[config.mk]
export PLATFORM = sky130hd
export DESIGN_NAME = tdc_tx_framer
export DESIGN_NICKNAME = d
export VERILOG_FILES = /design/src/rtl/tdc_tx_framer.sv
export SDC_FILE = /design/constraint.sdc
export NUM_CORES = 1
export LEC_CHECK = 0
export ABC_AREA = 1
export BUFFER_PORTS_ARGS = -buffer_cell sky130_fd_sc_hd__buf_2
export CAP_MARGIN = 20
export CORE_ASPECT_RATIO = 0.9
export CORE_MARGIN = 8
export CORE_UTILIZATION = 37
export DETAILED_ROUTE_END_ITERATION = 10
export GPL_TIMING_DRIVEN = 0
export PLACE_DENSITY = 0.48
export SETUP_SLACK_MARGIN = 0.02
export SLEW_MARGIN = 20
export SYNTH_ARGS = -nofsm -noshare
export SYNTH_HDL_FRONTEND = slang
export SYNTH_SLANG_ARGS = --single-unit
export TNS_END_PERCENT = 50
[constraint.sdc]
create_clock -name clk -period 6.05 [get_ports clk]
set_input_delay 0.9075 -clock clk [delete_from_list [all_inputs] [get_ports clk]]
set_output_delay 0.9075 -clock clk [all_outputs]
set_load 0.02 [all_outputs]
[src/rtl/tdc_tx_framer.sv]
// Buffers TDC stop events in a small FIFO and, on a host read command, frames them into UART bytes.
// Optional trailing XOR checksum byte is built in when TDC_TX_CHECKSUM_EN is defined.
module tdc_tx_framer #(
    parameter int unsigned FIFO_DEPTH = 8,
    parameter logic [7:0]  HDR_BYTE   = 8'hA5
) (
    input  logic        clk,
    input  logic        rst,
    input  logic        evt_valid,
    input  logic [5:0]  evt_ch,
    input  logic [23:0] evt_time,
    input  logic        cmd_read,
    input  logic [4:0]  pkt_addr,
    input  logic        uart_ready,
    output logic [7:0]  data_out,
    output logic        data_rdy,
    output logic        fifo_full,
    output logic        fifo_empty,
    output logic        overflow,
    output logic        busy
);
    localparam int unsigned AW = $clog2(FIFO_DEPTH);
    localparam int unsigned CW = AW + 1;

`ifdef TDC_TX_CHECKSUM_EN
    typedef enum logic [2:0] {IDLE, HDR, ADDR, CNT, DATA, WAIT_LO, WAIT_HI, CSUM} state_t;
    localparam state_t END_ST = CSUM;
`else
    typedef enum logic [2:0] {IDLE, HDR, ADDR, CNT, DATA, WAIT_LO, WAIT_HI} state_t;
    localparam state_t END_ST = IDLE;
`endif

    logic [29:0]   mem [FIFO_DEPTH];
    logic [AW-1:0] wr_ptr_q, wr_ptr_d, rd_ptr_q, rd_ptr_d;
    logic [CW-1:0] count_q, count_d;
    logic          full_q, full_d, empty_q, empty_d, ovf_q, ovf_d;
    logic          push, pop, drop, cnt_emit, emit;
    logic [29:0]   head;

    state_t        state_q, state_d, ret_q, ret_d;
    logic [1:0]    idx_q, idx_d;
    logic [4:0]    rem_q, rem_d, addr_q, addr_d;
    logic [7:0]    dout_q, dout_d, byte_sel;
    logic          rdy_q, rdy_d;
`ifdef TDC_TX_CHECKSUM_EN
    logic [7:0]    csum_q, csum_d;
`endif

    assign head = mem[rd_ptr_q];

    always_comb begin
        state_d  = state_q;
        ret_d    = ret_q;
        idx_d    = idx_q;
        rem_d    = rem_q;
        addr_d   = addr_q;
        dout_d   = dout_q;
        rdy_d    = 1'b0;
        emit     = 1'b0;
        byte_sel = 8'h00;
        pop      = 1'b0;
        cnt_emit = 1'b0;
`ifdef TDC_TX_CHECKSUM_EN
        csum_d   = csum_q;
`endif
        case (state_q)
            IDLE: begin
                if (cmd_read) begin
                    state_d = HDR;
                    rem_d   = 5'(count_q);
                    addr_d  = pkt_addr;
                    idx_d   = 2'd0;
`ifdef TDC_TX_CHECKSUM_EN
                    csum_d  = 8'h00;
`endif
                end
            end
            HDR: begin
                emit     = uart_ready;
                byte_sel = HDR_BYTE;
                ret_d    = ADDR;
            end
            ADDR: begin
                emit     = uart_ready;
                byte_sel = {3'b000, addr_q};
                ret_d    = CNT;
            end
            CNT: begin
                emit     = uart_ready;
                cnt_emit = uart_ready;
                byte_sel = {ovf_q, 2'b00, rem_q};
                ret_d    = (rem_q != 5'd0) ? DATA : END_ST;
            end
            DATA: begin
                emit = uart_ready;
                case (idx_q)
                    2'd0:    byte_sel = {2'b00, head[29:24]};
                    2'd1:    byte_sel = head[23:16];
                    2'd2:    byte_sel = head[15:8];
                    default: byte_sel = head[7:0];
                endcase
                ret_d = DATA;
                if (uart_ready) begin
                    idx_d = idx_q + 2'd1;
                    // the head entry leaves the FIFO with its final byte
                    if (idx_q == 2'd3) begin
                        pop   = 1'b1;
                        rem_d = rem_q - 5'd1;
                        ret_d = (rem_q == 5'd1) ? END_ST : DATA;
                    end
                end
            end
`ifdef TDC_TX_CHECKSUM_EN
            CSUM: begin
                emit     = uart_ready;
                byte_sel = csum_q;
                ret_d    = IDLE;
            end
`endif
            WAIT_LO: if (!uart_ready) state_d = WAIT_HI;
            WAIT_HI: if (uart_ready) state_d = ret_q;
            default: state_d = IDLE;
        endcase

        if (emit) begin
            dout_d  = byte_sel;
            rdy_d   = 1'b1;
            state_d = WAIT_LO;
`ifdef TDC_TX_CHECKSUM_EN
            if (state_q != HDR && state_q != CSUM) csum_d = csum_q ^ byte_sel;
`endif
        end
    end

    always_comb begin
        drop     = evt_valid && full_q && !pop;
        push     = evt_valid && !drop;
        wr_ptr_d = push ? wr_ptr_q + AW'(1) : wr_ptr_q;
        rd_ptr_d = pop ? rd_ptr_q + AW'(1) : rd_ptr_q;
        count_d  = count_q;
        if (push && !pop) count_d = count_q + CW'(1);
        else if (pop && !push) count_d = count_q - CW'(1);
        full_d  = (count_d == CW'(FIFO_DEPTH));
        empty_d = (count_d == '0);
        // a drop on the clearing edge wins so no loss goes unreported
        ovf_d = ovf_q;
        if (cnt_emit && ovf_q) ovf_d = 1'b0;
        if (drop) ovf_d = 1'b1;
    end

    always_ff @(posedge clk or negedge rst) begin
        if (!rst) begin
            wr_ptr_q <= '0;
            rd_ptr_q <= '0;
            count_q  <= '0;
            full_q   <= 1'b0;
            empty_q  <= 1'b1;
            ovf_q    <= 1'b0;
            state_q  <= IDLE;
            ret_q    <= IDLE;
            idx_q    <= 2'd0;
            rem_q    <= 5'd0;
            addr_q   <= 5'd0;
            dout_q   <= 8'h00;
            rdy_q    <= 1'b0;
`ifdef TDC_TX_CHECKSUM_EN
            csum_q   <= 8'h00;
`endif
        end else begin
            wr_ptr_q <= wr_ptr_d;
            rd_ptr_q <= rd_ptr_d;
            count_q  <= count_d;
            full_q   <= full_d;
            empty_q  <= empty_d;
            ovf_q    <= ovf_d;
            state_q  <= state_d;
            ret_q    <= ret_d;
            idx_q    <= idx_d;
            rem_q    <= rem_d;
            addr_q   <= addr_d;
            dout_q   <= dout_d;
            rdy_q    <= rdy_d;
`ifdef TDC_TX_CHECKSUM_EN
            csum_q   <= csum_d;
`endif
        end
    end

    always_ff @(posedge clk) begin
        if (push) mem[wr_ptr_q] <= {evt_ch, evt_time};
    end

    assign data_out   = dout_q;
    assign data_rdy   = rdy_q;
    assign fifo_full  = full_q;
    assign fifo_empty = empty_q;
    assign overflow   = ovf_q;
    assign busy       = (state_q != IDLE);
endmodule

==> results of run 1 <==
[power breakdown]
part	leakage (nW)	internal, mW	switching (mW)
clock	0.458	0.979	0.755
combinational	2.75	0.540	1.24
sequential	2.67	2.42	0.118
[Yosys cell counts (all sizes together)]
library cell	instances	area [um2]
a211oi	3	22.5
o21bai	1	7.51
o21ai	45	225
o211ai	8	60.1
inv	134	505
xnor2	2	17.5
ha	12	150
o21a	1	7.51
xor2	8	70.1
nor3	3	15.0
a21oi	13	65.1
nor2	54	239
clkbuf	11	41.3
buf	41	210
nand3	171	878
o31ai	1	7.51
o22ai	3	18.8
o2111ai	1	8.76
edfxtp	240	7210
dfstp	1	26.3
or2	1	8.76
nand4	1	6.26
nand2	350	1340
dfrtp	39	976
clkinv	1	3.75
[metal layers]
layer,GRT usage,vias to the layer above
met4,0.0417,4
li1,-,4013
met5,0.0106,-
met3,0.0274,49
met2,0.283,227
met1,0.245,3893
[flip-flops by register name, summed over array words and instances (netlist names), 4 cells and up]
name,cells
mem,240
data_out,8
addr_q,5
rem_q,5
count_q,4
[worst max-delay path: stages (launching register included)]
cell and delay [ps]:
dfrtp_1 420, ha_1 190, nand2_1 140, nor2_8 240
inv_4 70, nand3_2 90, nand2_2 80, inv_1 100
nand2_1 230, nor2_4 680, buf_16 240
[placed cells by master, fill, tap and decap left out, drive strengths merged, types with 19 or more instances in the layout]
| cell | count |
|---|---|
| o21ai | 45 |
| clkinv | 19 |
| nand3 | 171 |
| edfxtp | 240 |
| nor2 | 54 |
| clkbuf | 48 |
| nand2 | 350 |
| dfrtp | 39 |
| buf | 104 |
| inv | 135 |
[cell type report]
type                    count  area (um2)
repair buffers             63         556
fillers                  3156       18500
flip-flops and latches    280        8210
plain buffers              52         251
clock inverters            20         130
clock buffers              37         798
well taps                 422         528
inverters                 135         509
multi-input cells         678        3200
[through the flow]
step            util  instance area [um2]
2_1_floorplan      -                12100
3_3_place_gp   0.395                12900
3_5_place_dp   0.406                13300
4_1_cts        0.434                14200
5_1_grt        0.434                14200
6_report       0.434                14200
[final timing paths]
check / start / to / slack (ps) / cells after the start
min in group clk: ret_q[0] / ret_q[0] / 480 / 2
min reg2reg: ret_q[0] / ret_q[0] / 480 / 2
max: idx_q[0] / mem[3][10] / 3250 / 10
max reg2reg: idx_q[0] / mem[3][10] / 3250 / 10
min: rst / count_q[3] / 480 / 1
max in group asynchronous: rst / idx_q[1] / 4970 / 1
[kinds of logic after synthesis]
family          Yosys count
buf+inv                 187
fa+ha+maj                12
simple gates            580
compound gates           76
flops                   280
xor+xnor                 10
==> qor.txt, run 1 <==
global-route wire length before repair -> 50.8 mm
adder-cell area share of the yosys netlist -> 0.0124
Critical Path RT -> 6320 ps
Max Clk Rate -> 0.357 GHz
post-route ant nets -> 0
Lkg Pwr -> 5.87 nW
vias in the first global route -> 8,138
worst hold path class -> in -> async
WL met2 -> 15.6 mm
Max Slew Vio Count -> 0
syn nets -> 1,197
Hold-fix buffers, CTS -> 0
Placer Congestion -> 0.811
gr usage total -> 0.175
die height -> 188 um
met3 wire len -> 2.13 mm
Die W -> 207 um
clock buffer depth -> 3
CTS tree -> yes
Final WS setup -> 3250 ps
post-synthesis mux area share -> 0
Avg WL per Cell -> 20.0 um
initial core utilization -> 0.371
Least-Margin Pin Slew -> 939 ps
Post-CTS Repair Setup Buffers -> 0
vias -> 8,186
port bufs -> 52
crit-path max FO -> 16
DRC viols -> 0
Slew HR -> 0.374
Post-DP HPWL -> 22.9 mm
Cell Count, Final, Fillers Out -> 1,687
Post-Route M1 WL -> 15.3 mm
Resized cells post-CTS -> 0
mean post-synth cell area -> 10.6 um2
Final Hold Fails -> 0
main combinational cell family by area after synthesis -> simple AND/OR/NAND/NOR gates
CP Capture Type -> register
Overflow after GRT -> 0
layout cells sized above 1 -> 0.131
sequential-to-total area share from yosys stat -> 0.678
Pwr Density -> 427 mW/mm2
clock transition at the registers of the reported paths -> 60 ps
VDD IR max -> 0.000285 V
fin nets -> 1,293
crit path launch type -> register
core area -> 0.0326 mm2
CTS Buf Count -> 31
fin crit share -> 0.463
IO Pins -> 53
H-tree Lvls -> 1
Netlist cell types -> 37
Post-Synthesis Cells -> 1,145
vias per cell -> 4.85
Synth Area in Compound Gates -> 0.0349
Initial DRC Count -> 699
setup skew after layout -> 7.16 ps
Max Cap Viol -> 0
Syn-to-layout area delta -> 17.0%
n_diodes -> 0
DR top layer -> met5
Synth Area in Simple Gates -> 0.205
RSZ-0062 raised after global routing -> false
Detailed Route WL -> 33.7 mm
kind of critical path -> reg -> reg
Design Power -> 6.06 mW
Final TNS setup -> 0 ps
Rows -> 63
worst hold margin -> 483 ps
TritonRoute pass-1 iters -> 5
Placed Cells -> 1,630
Syn Std Cell Area -> 0.0121 mm2
initial antenna violation count -> 2
status -> completed
largest net degree at the start of global routing -> 41
minimum clock period -> 2800 ps
Arr. time, crit path -> 3070 ps
CTS Sinks -> 280
worst-skew pair later-pin latency -> 560 ps
# setup viols final -> 0
Place WS -> 2790 ps
total of warnings raised by yosys -> 0
Synth Area in XOR/XNOR -> 0.00723
Die ar. -> 0.0388 mm2
register bit total from synthesis -> 280
clk root buf -> clkbuf_16
Power figures use the tool's default switching activity.
==> run 2: changes to the inputs <==
--- a/config.mk
+++ b/config.mk
@@ -13,7 +13,7 @@
 export CORE_UTILIZATION = 37
 export DETAILED_ROUTE_END_ITERATION = 10
 export GPL_TIMING_DRIVEN = 0
-export PLACE_DENSITY = 0.48
+export PLACE_DENSITY = 0.5
 export SETUP_SLACK_MARGIN = 0.02
 export SLEW_MARGIN = 20
 export SYNTH_ARGS = -nofsm -noshare
==> constraint.sdc (replaced) <==
create_clock -name clk -period 2.4 [get_ports clk]
set_input_delay 0.36 -clock clk [delete_from_list [all_inputs] [get_ports clk]]
set_output_delay 0.36 -clock clk [all_outputs]
set_load 0.02 [all_outputs]
==> run 2 against run 1 <==
Sequential share of layout area shrank 0.96 points. First-iteration DRC count is 5.7% lower. Worst setup slack worse by 3100 ps. Global-route usage is 0.30 points lower. Count of clock-buffer cells in the layout grew 2. Die area did not move. Total power increased to 2.6 times the previous value. Register-to-register slack worse by 3100 ps. Critical endpoint is now data_out[2]. Largest power group unchanged.
==> qor.txt, run 2 (synthesis results as in run 1) <==
status -> completed
fin crit share -> 0.951 (+0.488)
Final Hold Fails -> 0 (unchanged)
Cell Count, Final, Fillers Out -> 1,702 (+0.89%)
Place WS -> -365 ps (-3160 ps)
Reg with most FFs -> mem
Lkg Pwr -> 5.99 nW (+2.1%)
TritonRoute pass-1 iters -> 5 (unchanged)
largest net degree at the start of global routing -> 41 (unchanged)
met2 Use GR -> 0.265 (-0.0174)
core area -> 0.0326 mm2 (unchanged)
cells along the critical path -> buf_2 > inv_2 > clkbuf_1 > nand2_1 > nand3_1 > nand3_1 > nand2_1 > o21ai_1 > a21oi_1
Crit path max-delay family -> buffers and inverters
most frequent cells in the layout -> nand2_1 (343), edfxtp_1 (240), nand3_1 (168)
Final WS setup -> 118 ps (-3130 ps)
Placed Cells -> 1,629 (-0.061%)
layout cells sized above 1 -> 0.145 (+0.0134)
clock transition at the registers of the reported paths -> 60 ps (about the same)
Placed Area -> 0.0132 mm2 (-0.38%)
Initial DRC Count -> 659 (-5.7%)
worst-skew pair later-pin latency -> 560 ps (about the same)
Max Slew Vio Count -> 0 (unchanged)
VDD IR max -> 0.000755 V (+160%)
Syn-to-layout area delta -> 19.0%
Max Clk Rate -> 0.438 GHz (+23%)
buffers and inverters on the worst path -> 3 (unchanged)
worst hold margin -> 31.5 ps (-452 ps)
Final TNS setup -> 0 ps (unchanged)
worst hold path class -> in -> reg
RSZ-0062 raised after global routing -> true
Critical Path RT -> 2870 ps (-3450 ps)
Max Cap Viol -> 0 (unchanged)
initial core utilization -> 0.371 (unchanged)
vias per cell -> 4.86 (+0.12%)
Pwr Density -> 1090 mW/mm2 (+150%)
kind of critical path -> reg -> reg
Layout Cell Area excl Fill -> 0.0144 mm2 (+1.7%)
CTS Sinks -> 280 (unchanged)
setup skew after layout -> 21.8 ps (+14.7 ps)
GR peak layer -> met2
Die ar. -> 0.0388 mm2 (unchanged)
Arr. time, crit path -> 2750 ps (-320 ps)
met3 Use GR -> 0.0350 (+0.00759)
minimum clock period -> 2280 ps (-518 ps)
post-route ant nets -> 0 (unchanged)
DRC viols -> 0 (unchanged)
crit path launch type -> register
vias -> 8,269 (+1.0%)
initial antenna violation count -> 5 (+3)
Layout Utilization -> 0.442 (+0.00732)
met1 usage -> 0.245 (+0.000801)
Design Power -> 15.7 mW (+160%)
fin nets -> 1,306 (+1.0%)
Rows -> 63 (unchanged)
clk root buf -> clkbuf_16
Least-Margin Pin Slew -> 951 ps (+11.5 ps)
vias in the first global route -> 8,001 (-1.7%)
crit-path max cell delay -> 610 ps (-70 ps)
CTS Buf Count -> 31 (unchanged)
max reg flops -> 240 (unchanged)
Detailed Route WL -> 33.6 mm (-0.33%)
CTS tree -> yes
commonest non-fill, non-tap cell in the layout -> nand2_1
die height -> 188 um (unchanged)
Slew HR -> 0.366 (-0.00769)
# setup viols final -> 0 (unchanged)
CP Capture Type -> register
critical path's slowest cell -> clkbuf_1
global-route wire length before repair -> 50.1 mm (-1.5%)
Avg WL per Cell -> 19.8 um (-1.2%)
Die W -> 207 um (unchanged)
r2r setup slk -> 120 ps (-3130 ps)
H-tree Lvls -> 1 (unchanged)
Overflow after GRT -> 0 (unchanged)
crit-path max FO -> 10 (-6)
clock buffer depth -> 3 (unchanged)
Post-DP HPWL -> 22.3 mm (-2.7%)
IO Pins -> 53 (unchanged)
gr usage total -> 0.172 (-0.00304)
Placer Congestion -> 0.814 (+0.37%)
port bufs -> 52 (unchanged)
run 2: power breakdown:
group,switching (mW),internal [mW]
clock,1.89,2.84
combinational,3.12,1.40
sequential,0.298,6.11
total,5.31,10.4
run 2: what timing repair did:
action                                  4_1_cts  5_1_grt
setup buffers                                11        0
gates cloned                                  0        0
pin swaps                                     8        1
endpoints found under the hold margin        41        0
endpoints found under the setup margin      225       16
gates resized for setup                       3        6
hold buffers                                  3        0
run 2: path summary, 6_finish.rpt:
check	start	to	depth (start not counted)
worst min register to register	ret_q[0]	ret_q[0]	2
worst max register to register	rd_ptr_q[1]	data_out[2]	9
worst min-delay path	pkt_addr[4]	addr_q[4]	3
max in group asynchronous	rst	state_q[2]	2
min in group asynchronous	rst	addr_q[4]	2
worst max-delay path	rd_ptr_q[1]	data_out[2]	9
run 2: layer usage:
metal | up-vias | routed length, um
li1 | 4030 | -
met1 | 3918 | 15600
met2 | 252 | 15100
met3 | 61 | 2230
met4 | 8 | 710
met5 | - | 46
run 2: cell type report:
class	instances	area (um2)
Buffer	52	258
Clock buffer	39	826
Antenna cell	1	2.50
Clock inverter	19	188
Fill cell	3104	18200
Timing Repair Buffer	76	693
Sequential cell	280	8210
Inverter	135	509
Tap cell	422	528
Multi-Input combinational cell	678	3200
run 2: worst min-delay path: stages:
cell     delay, ps
buf_2           80
nand2_1         40
o21ai_0         60
